==> src/rtl/goboard_pkg.sv <==
// Shared constants, op/status codes and the stone bit-index rule for the board pieces memory.
// A row holds 2 bits per column: bit 2x is a black stone at column x, bit 2x+1 is a white one.
package goboard_pkg;
   localparam int SIZE  = 19;
   localparam int AW    = 5;
   localparam int ROW_W = 2 * SIZE;
   localparam int CNT_W = 9;

   localparam logic [AW-1:0] SIZE_A   = AW'(SIZE);
   localparam logic [AW-1:0] LAST_ROW = AW'(SIZE - 1);

   typedef logic [ROW_W-1:0] row_t;

   typedef enum logic [1:0] {
      OP_PLACE_B = 2'b00,
      OP_PLACE_W = 2'b01,
      OP_REMOVE  = 2'b10,
      OP_CLEAR   = 2'b11
   } op_t;

   typedef enum logic [1:0] {
      ST_OK       = 2'b00,
      ST_OCCUPIED = 2'b01,
      ST_RANGE    = 2'b10,
      ST_EMPTY    = 2'b11
   } status_t;

   // Bit index of a stone in its row: 2x for black, 2x+1 for white. The renderer uses the same rule.
   function automatic logic [5:0] bit_idx(input logic [AW-1:0] x, input logic white);
      return {x, white};
   endfunction
endpackage

==> src/rtl/goboard_if.sv <==
// Command handshake, completion status, memory write port and stone counts of the board writer.
// master = game logic side, slave = goboard_writer.
interface goboard_if;
   import goboard_pkg::*;

   logic               cmd_valid_i;
   logic               cmd_ready_o;
   logic [1:0]         cmd_op_i;
   logic [AW-1:0]      cmd_x_i;
   logic [AW-1:0]      cmd_y_i;
   logic               done_o;
   logic [1:0]         status_o;
   logic [AW-1:0]      addr_o;
   logic [ROW_W-1:0]   pieces_o;
   logic               wEnable_o;
   logic [CNT_W-1:0]   black_cnt_o;
   logic [CNT_W-1:0]   white_cnt_o;

   modport master (
      output cmd_valid_i, cmd_op_i, cmd_x_i, cmd_y_i,
      input  cmd_ready_o, done_o, status_o, addr_o, pieces_o, wEnable_o,
             black_cnt_o, white_cnt_o
   );

   modport slave (
      input  cmd_valid_i, cmd_op_i, cmd_x_i, cmd_y_i,
      output cmd_ready_o, done_o, status_o, addr_o, pieces_o, wEnable_o,
             black_cnt_o, white_cnt_o
   );
endinterface

==> src/rtl/goboard_cmd_check.sv <==
// Combinational legality check of a place/remove against the selected shadow row; 0 cycles.
// Priority: out of range, then occupied (place), then empty (remove); new_row is only meaningful when ok.
module goboard_cmd_check
   import goboard_pkg::*;
(
   input  row_t          row,
   input  logic [1:0]    op,
   input  logic [AW-1:0] x,
   input  logic [AW-1:0] y,
   output logic [1:0]    status,
   output row_t          new_row,
   output logic [1:0]    point
);
   logic       in_range;
   logic [5:0] b_idx;

   assign in_range = (x < SIZE_A) && (y < SIZE_A);
   assign b_idx    = bit_idx(x, 1'b0);

   always_comb begin
      status  = ST_OK;
      new_row = row;
      point   = 2'b00;
      if (in_range) begin
         point = row[b_idx +: 2];
      end
      if (!in_range) begin
         status = ST_RANGE;
      end else if (op == OP_PLACE_B || op == OP_PLACE_W) begin
         if (point != 2'b00) begin
            status = ST_OCCUPIED;
         end else begin
            new_row[bit_idx(x, op[0])] = 1'b1;
         end
      end else if (op == OP_REMOVE) begin
         if (point == 2'b00) begin
            status = ST_EMPTY;
         end else begin
            new_row[b_idx +: 2] = 2'b00;
         end
      end
   end
endmodule

==> src/rtl/goboard_writer.sv <==
// Board pieces writer: read-modify-write of a 19-row shadow, one memory row write 1 cycle after accept.
// cmd_ready_o only in IDLE: one command per 2 cycles, a clear occupies 20 cycles before the next accept.
module goboard_writer
   import goboard_pkg::*;
(
   input  logic      sys_clk_in,
   input  logic      rst_i,
   goboard_if.slave  bus
);
   localparam logic [1:0] S_CLEAR = 2'd0;
   localparam logic [1:0] S_IDLE  = 2'd1;
   localparam logic [1:0] S_WRITE = 2'd2;

   logic [1:0]    state;
   logic [AW-1:0] row_cnt;
   logic          quiet_clear;
   row_t          shadow [SIZE];
   row_t          sel_row;
   row_t          new_row;
   logic [1:0]    chk_status;
   logic [1:0]    point;
   logic          accept;

   assign bus.cmd_ready_o = (state == S_IDLE);
   assign accept          = bus.cmd_valid_i && bus.cmd_ready_o;
   assign sel_row         = (bus.cmd_y_i < SIZE_A) ? shadow[bus.cmd_y_i] : '0;

   goboard_cmd_check u_check (
      .row     (sel_row),
      .op      (bus.cmd_op_i),
      .x       (bus.cmd_x_i),
      .y       (bus.cmd_y_i),
      .status  (chk_status),
      .new_row (new_row),
      .point   (point)
   );

   always_ff @(posedge sys_clk_in) begin
      if (rst_i) begin
         for (int r = 0; r < SIZE; r++) begin
            shadow[r] <= '0;
         end
         bus.black_cnt_o <= '0;
         bus.white_cnt_o <= '0;
         bus.done_o      <= 1'b0;
         bus.status_o    <= 2'b00;
         bus.wEnable_o   <= 1'b0;
         bus.addr_o      <= '0;
         bus.pieces_o    <= '0;
         state           <= S_CLEAR;
         row_cnt         <= '0;
         quiet_clear     <= 1'b1;
      end else begin
         bus.done_o    <= 1'b0;
         bus.wEnable_o <= 1'b0;
         case (state)
            S_IDLE: begin
               if (accept) begin
                  if (bus.cmd_op_i == OP_CLEAR) begin
                     state           <= S_CLEAR;
                     row_cnt         <= '0;
                     quiet_clear     <= 1'b0;
                     bus.black_cnt_o <= '0;
                     bus.white_cnt_o <= '0;
                  end else if (chk_status != ST_OK) begin
                     bus.done_o   <= 1'b1;
                     bus.status_o <= chk_status;
                  end else begin
                     shadow[bus.cmd_y_i] <= new_row;
                     bus.wEnable_o       <= 1'b1;
                     bus.addr_o          <= bus.cmd_y_i;
                     bus.pieces_o        <= new_row;
                     bus.done_o          <= 1'b1;
                     bus.status_o        <= ST_OK;
                     state               <= S_WRITE;
                     // A remove decrements the colour actually found at the point
                     if (bus.cmd_op_i == OP_REMOVE) begin
                        if (point[0]) bus.black_cnt_o <= bus.black_cnt_o - 1'b1;
                        else          bus.white_cnt_o <= bus.white_cnt_o - 1'b1;
                     end else if (bus.cmd_op_i[0]) begin
                        bus.white_cnt_o <= bus.white_cnt_o + 1'b1;
                     end else begin
                        bus.black_cnt_o <= bus.black_cnt_o + 1'b1;
                     end
                  end
               end
            end
            S_WRITE: begin
               state <= S_IDLE;
            end
            S_CLEAR: begin
               // row_cnt == SIZE means the last row is on the port this cycle
               if (row_cnt == SIZE_A) begin
                  state <= S_IDLE;
               end else begin
                  shadow[row_cnt] <= '0;
                  bus.wEnable_o   <= 1'b1;
                  bus.addr_o      <= row_cnt;
                  bus.pieces_o    <= '0;
                  row_cnt         <= row_cnt + 1'b1;
                  if (row_cnt == LAST_ROW && !quiet_clear) begin
                     bus.done_o   <= 1'b1;
                     bus.status_o <= ST_OK;
                  end
               end
            end
            default: begin
               state   <= S_CLEAR;
               row_cnt <= '0;
            end
         endcase
      end
   end
endmodule

==> src/flat_wrapper.sv <==
// flat-port wrapper written by rule: the top's interface ports become plain ports
module goboard_writer_flat import goboard_pkg::*;
  (sys_clk_in, rst_i, bus_cmd_valid_i, bus_cmd_op_i, bus_cmd_x_i, bus_cmd_y_i, bus_cmd_ready_o, bus_done_o, bus_status_o, bus_addr_o, bus_pieces_o, bus_wEnable_o, bus_black_cnt_o, bus_white_cnt_o);
  goboard_if bus_i ();
  input  logic sys_clk_in;
  input  logic rst_i;
  input wire logic [$bits(bus_i.cmd_valid_i)-1:0] bus_cmd_valid_i;
  input wire logic [$bits(bus_i.cmd_op_i)-1:0] bus_cmd_op_i;
  input wire logic [$bits(bus_i.cmd_x_i)-1:0] bus_cmd_x_i;
  input wire logic [$bits(bus_i.cmd_y_i)-1:0] bus_cmd_y_i;
  output wire logic [$bits(bus_i.cmd_ready_o)-1:0] bus_cmd_ready_o;
  output wire logic [$bits(bus_i.done_o)-1:0] bus_done_o;
  output wire logic [$bits(bus_i.status_o)-1:0] bus_status_o;
  output wire logic [$bits(bus_i.addr_o)-1:0] bus_addr_o;
  output wire logic [$bits(bus_i.pieces_o)-1:0] bus_pieces_o;
  output wire logic [$bits(bus_i.wEnable_o)-1:0] bus_wEnable_o;
  output wire logic [$bits(bus_i.black_cnt_o)-1:0] bus_black_cnt_o;
  output wire logic [$bits(bus_i.white_cnt_o)-1:0] bus_white_cnt_o;
  assign bus_i.cmd_valid_i = bus_cmd_valid_i;
  assign bus_i.cmd_op_i = bus_cmd_op_i;
  assign bus_i.cmd_x_i = bus_cmd_x_i;
  assign bus_i.cmd_y_i = bus_cmd_y_i;
  assign bus_cmd_ready_o = bus_i.cmd_ready_o;
  assign bus_done_o = bus_i.done_o;
  assign bus_status_o = bus_i.status_o;
  assign bus_addr_o = bus_i.addr_o;
  assign bus_pieces_o = bus_i.pieces_o;
  assign bus_wEnable_o = bus_i.wEnable_o;
  assign bus_black_cnt_o = bus_i.black_cnt_o;
  assign bus_white_cnt_o = bus_i.white_cnt_o;
  goboard_writer u_core (.sys_clk_in(sys_clk_in), .rst_i(rst_i), .bus(bus_i));
endmodule
==> config.mk <==
export PLATFORM = sky130hd
export DESIGN_NAME = goboard_writer_flat
export DESIGN_NICKNAME = d
export VERILOG_FILES = /design/src/rtl/goboard_pkg.sv /design/src/rtl/goboard_if.sv /design/src/rtl/goboard_cmd_check.sv /design/src/rtl/goboard_writer.sv /design/src/flat_wrapper.sv
export SDC_FILE = /design/constraint.sdc
export NUM_CORES = 2
export LEC_CHECK = 0
export ABC_AREA = 0
export CORE_ASPECT_RATIO = 1.5
export CORE_MARGIN = 3
export CORE_UTILIZATION = 25
export DETAILED_ROUTE_END_ITERATION = 8
export SYNTH_ARGS = -nofsm -noshare
export SYNTH_HDL_FRONTEND = slang
export SYNTH_SLANG_ARGS = --single-unit
==> constraint.sdc <==
create_clock -name sys_clk_in -period 12.7 [get_ports sys_clk_in]
set_input_delay 3.81 -clock sys_clk_in [delete_from_list [all_inputs] [get_ports sys_clk_in]]
set_output_delay 3.81 -clock sys_clk_in [all_outputs]
set_load 0.02 [all_outputs]
==> results.json <==
{
  "drive_gt1_frac": 0.170,
  "endpoint_kind": "register",
  "route.vias.total": 26800,
  "worstPathRequired_ns": 13.04,
  "tns_ns": 0,
  "synthCells": 3120,
  "hold_path.class": "register to register",
  "combPwrFrac": 0.144,
  "die_h_um": 491,
  "power.internal_w": 0.00439,
  "dp_hpwl_mm": 84.9,
  "nets": 3088,
  "cts_buffer_depth": 3,
  "outcome": "finished clean",
  "port_buffers": 80,
  "cts_resized": 0,
  "period_needed_ns": 9.63,
  "finalSetupViolCount": 0,
  "ys_warn_count": 0,
  "synth_top_area_share": 0.529,
  "track_usage": 0.160,
  "grt_pass1_wl_mm": 191,
  "fmax_ghz": 0.104,
  "clock_tree.root_cell": "clkbuf_16",
  "start_util": 0.252,
  "nFillCells": 15700,
  "drtIter0Drc": 2579,
  "vdd_drop_max_uv": 105,
  "ctsHoldBuffers": 0,
  "clkPwrFrac": 0.358,
  "final_common_cell": "edfxtp_1",
  "rsz0062_at_grt": "false",
  "powerDensity_mw_per_mm2": 139,
  "grt.overflow.total": 0,
  "netlist_top_cells_area": "edfxtp_1 53%, mux2i_1 6.3%, dfxtp_1 5.7%, nor4_2 4.7%, mux4_2 4.0%",
  "clk_pin_slew_worst_paths_ns": 0.07,
  "whs_path_depth": 2,
  "syn_nets": 3157,
  "synth_area_mm2": 0.0391,
  "clock_skew_ns": 0.0239,
  "worst_pin_slew_ns": 1.33,
  "synthFlopType": "edfxtp_1",
  "grt_antenna_before_repair": 3,
  "finalHoldViolations": 0,
  "final_cell_mix": "690 x edfxtp_1, 407 x nor2_1, 246 x mux2i_1",
  "rr_worst_depth": 13,
  "gp_congestion": 0.982,
  "drc": 0,
  "wl_per_cell_um": 25.7,
  "slew_headroom": 0.110,
  "die_w_um": 329,
  "multi_input_area_mm2": 0.0145,
  "cts_post_setup_buffers_inserted": 0,
  "maxCapViolCount": 0,
  "core-area_mm2": 0.155,
  "path_class": "input pin to register",
  "power.total_w": 0.00613,
  "final_max_slew_viol_count": 0,
  "async_reset_ff_frac": 0,
  "ys_ff_latch": 801,
  "grt_pass1_vias": 26500,
  "insertion_delay_ns": 0.68,
  "min_period_over_period": 0.759,
  "synth.avg_cell_area_um2": 12.5,
  "switching_power_w": 0.00174,
  "cts_buffers": 72,
  "seq_power_share": 0.498,
  "grt_max_degree": 131,
  "cts_sinks": 801,
  "critPathMaxFanout": 39,
  "rows": 177,
  "yosysTopAreaCell": "edfxtp_1",
  "cts_tree": "built",
  "vias_per_cell": 5.19,
  "io-pin-count": 81,
  "leakagePower_nw": 14.0,
  "ant_nets": 0,
  "swShare": 0.284,
  "dieArea_mm2": 0.161,
  "yosysSeqAreaShare": 0.586,
  "cp-start-kind": "input pin",
  "ys_types": 87,
  "area_growth_pct": 12.3,
  "synth_edf_count": 690,
  "drt-total-wl_mm": 133,
  "cp.arrival_ns": 9.98,
  "htreeDepth": 3,
  "seqCellArea_mm2": 0.0229,
  "dr.pass1.iters": 6
}
-- stage by stage --
step           std cells  cell area, µm²  worst slack [ns]   util  hold WS (ns)
4_1_cts             5165           43900              3.19  0.283         0.458
2_1_floorplan       3120           39100              2.55      -         0.430
6_report            5168           44000              3.07  0.283         0.459
3_5_place_dp        5035           41700              2.48  0.269         0.448
3_3_place_gp        5035           41700              2.60  0.269         0.442
5_1_grt             5166           43900              2.85  0.283         0.478
-- cell type report --
class | instances | share of cell area
Sequential cell | 801 | 0.522
Multi-Input combinational cell | 1960 | 0.330
Clock inverter | 42 | 0.00814
Tap cell | 2058 | 0.0586
Timing Repair Buffer | 159 | 0.0332
Clock buffer | 88 | 0.0433
Inverter | 57 | 0.00492
Antenna cell | 3 | 0.000171
-- registers in the layout (all words and copies together), names as in the netlist --
register and flops:
u_core.shadow 728, u_core.bus.pieces_o 38, u_core.bus.black_cnt_o 9, u_core.bus.white_cnt_o 9, u_core.bus.addr_o 5, u_core.row_cnt 5, u_core.bus.status_o 2, u_core.state 2
u_core.bus.done_o 1, u_core.bus.wEnable_o 1, u_core.quiet_clear 1
-- logic make-up (layout without fill, tap and decap cells) --
family	Yosys count	in the layout	share of synthesized area
muxes	334	334	0.108
other	0	3	0
AOI/OAI and AO/OA	405	405	0.0723
and+or+nand+nor	1184	1184	0.169
buffers and inverters	359	346	0.0539
DFF	801	801	0.586
adders and majority gates	22	22	0.00741
xor gates and xnor gates	15	15	0.00336
-- path summary, 6_finish.rpt --
kind,slack [ns],startpoint,endpoint
worst max-delay path,3.07,bus_cmd_y_i[2],u_core.shadow[11][20]$_SDFFCE_PN0P_
worst min-delay path,0.46,u_core.shadow[18][0]$_SDFFE_PP0P_,u_core.shadow[18][0]$_SDFFE_PP0P_
worst max register to register,6.98,u_core.shadow[7][37]$_SDFFCE_PN0P_,u_core.shadow[11][20]$_SDFFCE_PN0P_
worst min register to register,0.46,u_core.shadow[18][0]$_SDFFE_PP0P_,u_core.shadow[18][0]$_SDFFE_PP0P_
-- power groups by stage --
stage / clock (W) / combinational [W] / sequential (W)
2_1_floorplan: 0 / 0.000553 / 0.00311
5_1_grt: 0.00232 / 0.000915 / 0.00306
6_report: 0.00219 / 0.000884 / 0.00305
3_5_place_dp: 0 / 0.000875 / 0.00311
3_3_place_gp: 0 / 0.000875 / 0.00310
4_1_cts: 0.00222 / 0.000878 / 0.00305
-- metal layers --
layer | global-route usage | wire, µm | vias to the layer above
met5 | 0 | 12 | -
met1 | 0.186 | 48600 | 13700
li1 | - | - | 11600
met3 | 0.0246 | 8930 | 316
met2 | 0.277 | 66600 | 1194
met4 | 0.0934 | 8720 | 2
-- synth_stat cells, types with 7 or more instances --
library cell,number
o31ai_1,7
buf_8,12
edfxtp_1,690
nand2_2,29
xnor2_1,10
a211oi_1,21
o2bb2ai_1,23
o21ai_0,35
nand3_1,88
clkbuf_1,97
nand2_1,208
buf_1,9
nand2b_1,10
buf_6,38
nand4_1,14
mux2i_1,246
mux2_2,18
nor3_1,181
a221oi_1,10
buf_2,113
nor2b_1,14
ha_1,20
buf_4,27
a2111oi_0,10
nor4_2,148
dfxtp_1,111
a22o_1,7
inv_1,50
a31oi_1,8
o22ai_1,59
a21oi_1,92
nor2_1,412
a21o_1,11
and2_1,12
nand2_8,8
a22oi_1,58
and3_1,19
nor4_1,10
mux4_2,70
-- worst max-delay path, cell delays in order --
cell and delay [ns]:
buf_2 0.48, buf_4 0.30, nand4bb_1 0.52, o22ai_1 0.19, a211o_1 0.44, a31oi_1 0.55
a22oi_1 0.20, a311o_1 0.43, o21ai_2 0.12, buf_4 0.34, nand3_1 0.23, a21oi_1 0.70
o2111ai_4 0.14, buf_4 0.35, nand2_2 0.71, buf_4 0.41
(Power assumes the default switching activity.)
